File: src/rtl/max_pool_2x2.sv
// Stride-2 2x2 signed max pool over a row-major valid-qualified pixel stream; outputs registered,
// 1 cycle after the 4th window pixel. No backpressure: a pixel may arrive every cycle.
module max_pool_2x2 #(
  parameter int DATA_WIDTH = 16,
  parameter int MAX_SIZE   = 256
) (
  input  logic                         sys_clk,
  input  logic                         sys_rst,
  input  logic [8:0]                   image_size,
  input  logic                         pi_data_valid,
  input  logic signed [DATA_WIDTH-1:0] pi_data,
  output logic                         po_data_valid,
  output logic signed [DATA_WIDTH-1:0] po_data,
  output logic                         po_frame_done,
  output logic                         po_cfg_err
);

  localparam int LB_DEPTH = MAX_SIZE / 2;
  localparam int AW       = $clog2(LB_DEPTH);
  localparam logic [9:0] MAX_SZ = 10'(MAX_SIZE);

  logic [8:0]                   col_q, col_d, row_q, row_d, size_q, size_d;
  logic signed [DATA_WIDTH-1:0] pair_q, pair_d;
  logic                         vld_q, vld_d, done_q, done_d, err_q, err_d;
  logic signed [DATA_WIDTH-1:0] data_q, data_d;
  logic signed [DATA_WIDTH-1:0] lbuf_q [LB_DEPTH];

  logic                         frame_start, size_bad, lb_we;
  logic [AW-1:0]                lb_idx;
  logic signed [DATA_WIDTH-1:0] h_max, lb_rd, pooled;

  assign frame_start = (col_q == 9'd0) && (row_q == 9'd0);
  assign size_bad    = (image_size < 9'd2) || ({1'b0, image_size} > MAX_SZ);
  assign lb_idx      = col_q[AW:1];
  assign lb_rd       = lbuf_q[lb_idx];
  assign h_max       = (pair_q > pi_data) ? pair_q : pi_data;
  assign pooled      = (lb_rd > h_max) ? lb_rd : h_max;

  always_comb begin
    col_d  = col_q;
    row_d  = row_q;
    size_d = size_q;
    pair_d = pair_q;
    data_d = data_q;
    vld_d  = 1'b0;
    done_d = 1'b0;
    err_d  = 1'b0;
    lb_we  = 1'b0;
    if (pi_data_valid) begin
      if (frame_start && size_bad) begin
        // Counters stay at zero so the following pixel re-samples the size.
        err_d = 1'b1;
      end else begin
        if (frame_start) size_d = image_size;
        if (!col_q[0]) begin
          pair_d = pi_data;
        end else if (!row_q[0]) begin
          lb_we = 1'b1;
        end else begin
          vld_d  = 1'b1;
          data_d = pooled;
        end
        if (col_q == size_d - 9'd1) begin
          col_d = 9'd0;
          if (row_q == size_d - 9'd1) begin
            row_d  = 9'd0;
            done_d = 1'b1;
          end else begin
            row_d = row_q + 9'd1;
          end
        end else begin
          col_d = col_q + 9'd1;
        end
      end
    end
  end

  always_ff @(posedge sys_clk) begin
    if (sys_rst) begin
      col_q  <= '0;
      row_q  <= '0;
      size_q <= '0;
      pair_q <= '0;
      vld_q  <= 1'b0;
      data_q <= '0;
      done_q <= 1'b0;
      err_q  <= 1'b0;
    end else begin
      col_q  <= col_d;
      row_q  <= row_d;
      size_q <= size_d;
      pair_q <= pair_d;
      vld_q  <= vld_d;
      data_q <= data_d;
      done_q <= done_d;
      err_q  <= err_d;
    end
  end

  // Not reset: every even row rewrites an entry before the odd row reads it.
  always_ff @(posedge sys_clk) begin
    if (lb_we) lbuf_q[lb_idx] <= h_max;
  end

  assign po_data_valid = vld_q;
  assign po_data       = data_q;
  assign po_frame_done = done_q;
  assign po_cfg_err    = err_q;

endmodule

File: config.mk
export PLATFORM = sky130hd
export DESIGN_NAME = max_pool_2x2
export DESIGN_NICKNAME = d
export VERILOG_FILES = /design/src/rtl/max_pool_2x2.sv
export SDC_FILE = /design/constraint.sdc
export NUM_CORES = 2
export LEC_CHECK = 0
export ABC_AREA = 1
export CAP_MARGIN = 20
export CORE_MARGIN = 3
export CORE_UTILIZATION = 45
export DETAILED_ROUTE_END_ITERATION = 16
export PLACE_DENSITY = 0.59
export SYNTH_ARGS = -nofsm -noshare
export SYNTH_HDL_FRONTEND = slang
export SYNTH_SLANG_ARGS = --single-unit
File: constraint.sdc
create_clock -name sys_clk -period 6.5 [get_ports sys_clk]
set_input_delay 1.3 -clock sys_clk [delete_from_list [all_inputs] [get_ports sys_clk]]
set_output_delay 1.3 -clock sys_clk [all_outputs]
set_load 0.005 [all_outputs]
==> flow_summary.toml <==
[power_and_ir_drop]
power.density_nw_per_um2 = 318
peakVddDrop_uv = 308
swShare_pct = 24.5
power.total_uw = 30800
comb_power_share_pct = 9.2
clkPwrFrac_pct = 39.1
power_frac_seq_pct = 51.7
p_int_uw = 23300
p_switching_uw = 7570
p_leak_uw = 0.0329

[routing]
via_per_inst = 5.87
vias = 57684
first_pass_iters = 7
drtIter0Drc = 7167
drc = 0
avgRoutedWirePerCell_um = 25.4
postRouteAntennaNets = 0
wirelength_mm = 250

[layout]
drive_gt1_share_pct = 9.06
nNetsFinal = 7208
areaGrowthSynthToFinish_pct = 13.2
final_cells = 9820
layout_commonest_cell = "edfxtp_1"
layout_common_cells = "edfxtp_1, nor2_1, o21ai_0"
fillers = 16307

[global_routing]
grt_usage_pct = 24.9
grt_pass1_wl_mm = 366
grt_max_degree = 170
grt_overflow = 0
antenna_found_initial = 7
grt_pass1_vias = 54263

[setup_path]
ff2ff_path_depth = 24
worstSetupPathType = "reg -> reg"
reg2reg_slack_ns = 0.88
cp-start-kind = "register"
arrival_ns = 6.41
cp_max_fo = 118
crit_path_end = "po_data[12]$_SDFFE_PP0P_"
worst_r2r_endpoint = "po_data[12]$_SDFFE_PP0P_"
end_kind = "register"
crit_required_ns = 7.29

[timing]
hold_violations = 0
slew_headroom_pct = 23.3
finalSetupTns_ns = 0
min_period_over_period_pct = 86.4
setup_viol = 0
rsz0062_at_grt = "false"
fin_ws_ns = 0.884
fmax_mhz = 178
drv_slew = 0
worst_pin_slew_ns = 1.15
timing.final.crit_period_ns = 5.62
clock_skew_ns = 0.0474

[clock_network]
cts_root_buf = "clkbuf_16"
cts_buffers = 210
cts_setup_buffers = 0
ctsResizeCount = 0
clock_path_buffers = 3
clock-sinks = 2117
cts_htree_levels = 4
clkTransAtPathRegs_ns = 0.06
hold_buffers = 0
clock_latency_ns = 0.86
tritoncts = "built"

[placed_design]
numPlacedInstances = 9426
dp_hpwl_mm = 141
place_ws_ns = 0.933
numPortBuffers = 46
gp_congestion = 0.866

[floorplan]
core_um2 = 189000
io_pins = 47
die_w_um = 442
die_area_um2 = 196000
rows = 159
initial_core_util_pct = 45.4
fp.dieH_um = 442

[logic_synthesis]
ys_seq_area_share_pct = 73.4
syn_avg_cell_area_um2 = 12.1
synth_nets = 7131
synth_warnings = 0
synth_cell_types = 40
netlist_area_um2 = 85700
synth-seq-cells = 2117
syn_inst = 7066

[run_status]
status = "complete, no violations"

[job]
drv_cap = 0

[min_path]
min_path_type = "reg -> reg"
cell type report:
cell class | instances | area (µm²) | area share [%]
diodes | 5 | 12.5 | 0.0129
clock buffers | 264 | 5480 | 5.65
clock inverters | 125 | 1360 | 1.40
inverters | 150 | 627 | 0.646
multi-input cells | 4324 | 20300 | 21.0
flip-flops and latches | 2117 | 62900 | 64.8
well taps | 2495 | 3120 | 3.22
repair buffers | 340 | 3190 | 3.29
metal layers:
metal  vias up  routed length, µm  track usage (%)
met1     28771             107000             36.8
met4         2               7930             8.34
met5         -                 13                0
met3       385              22900             4.79
li1      25903                  -                -
met2      2623             111000             37.2
synth_stat cells (all sizes together):
| master | instances | area, µm² |
|---|---|---|
| nand4 | 14 | 87.6 |
| nor4 | 3 | 18.8 |
| nand3b | 5 | 37.5 |
| o211ai | 4 | 30.0 |
| nor2 | 1271 | 4870 |
| xor2 | 5 | 43.8 |
| buf | 165 | 807 |
| nand2 | 792 | 3040 |
| clkbuf | 310 | 1160 |
| or2 | 8 | 50.1 |
| o21ai | 1085 | 5430 |
| o22ai | 512 | 3200 |
| nor3 | 11 | 55.1 |
| edfxtp | 2048 | 61500 |
| clkinv | 3 | 12.5 |
| inv | 147 | 552 |
| o21a | 1 | 7.51 |
| a32oi | 1 | 8.76 |
| a21oi | 64 | 320 |
| o21bai | 1 | 7.51 |
| o31ai | 2 | 15.0 |
| dfxtp | 69 | 1380 |
| ha | 37 | 463 |
| nand3 | 497 | 2520 |
| a211oi | 3 | 22.5 |
| a21o | 8 | 60.1 |
worst min path at each step:
| stage | start | endpoint | slack [ns] | cells after the start |
|---|---|---|---|---|
| 2_1_floorplan | size_q[0]$_SDFFE_PP0P_ | size_q[0]$_SDFFE_PP0P_ | 0.43 | 2 |
| 3_3_place_gp | size_q[0]$_SDFFE_PP0P_ | size_q[0]$_SDFFE_PP0P_ | 0.45 | 2 |
| 3_5_place_dp | size_q[8]$_SDFFE_PP0P_ | size_q[8]$_SDFFE_PP0P_ | 0.45 | 2 |
| 4_1_cts | size_q[8]$_SDFFE_PP0P_ | size_q[8]$_SDFFE_PP0P_ | 0.46 | 2 |
| 5_1_grt | size_q[0]$_SDFFE_PP0P_ | size_q[0]$_SDFFE_PP0P_ | 0.47 | 2 |
| 6_report | size_q[6]$_SDFFE_PP0P_ | size_q[6]$_SDFFE_PP0P_ | 0.46 | 2 |
cells by family (layout without fill, tap and decap cells):
family / Yosys count / after routing / share of synthesized area, %
fa+ha+maj: 37 / 37 / 0.540
flops: 2117 / 2117 / 73.4
simple gates: 2601 / 2601 / 12.5
other cells: 0 / 5 / 0
buf+inv: 625 / 879 / 2.96
compound gates: 1681 / 1681 / 10.6
xor+xnor: 5 / 5 / 0.0511
registers in the layout, indices dropped and copies added, names as in the netlist, named ones only:
name           flops
col_q              9
lbuf_q          2048
pair_q            16
po_data           16
size_q             9
po_cfg_err         1
row_q              9
po_data_valid      1
po_frame_done      1
critical path, stage by stage (launching register included):
cell     delay, ns
dfxtp_4       0.72
inv_8         0.45
buf_12        0.35
o21ai_0       0.22
o22ai_1       0.12
nand2_1       0.08
nand3_1       0.19
nand3_1       0.25
nand2_1       0.23
nand2_1       0.13
nand3_1       0.27
o21ai_0       0.36
inv_1         0.10
ha_1          0.29
inv_1         0.04
nor4_1        0.40
inv_1         0.13
o31ai_1       0.26
a21oi_1       0.10
nand2_1       0.08
buf_4         0.32
nand3_1       0.12
nand2_1       0.07
nor2_1        0.05
nor2_1        0.11
power groups by stage:
stage                     clock, µW  sequential [µW]  combinational [µW]
final                         12100            15900                2830
after global routing          12800            15900                3040
after CTS                     12200            15900                2810
after detailed placement          0            16200                2810
after global placement            0            16200                2750
after floorplan                   0            16300                1330
metrics by stage:
step                      hold slack (ns)  utilization [%]  instance area, µm²
after floorplan                     0.430                -               85700
after global placement              0.445             47.8               90100
after detailed placement            0.453             47.8               90200
after CTS                           0.461             51.4               97000
after global routing                0.473             51.4               97000
final                               0.460             51.4               97000
No activity file was read; power rests on OpenSTA's default activity.
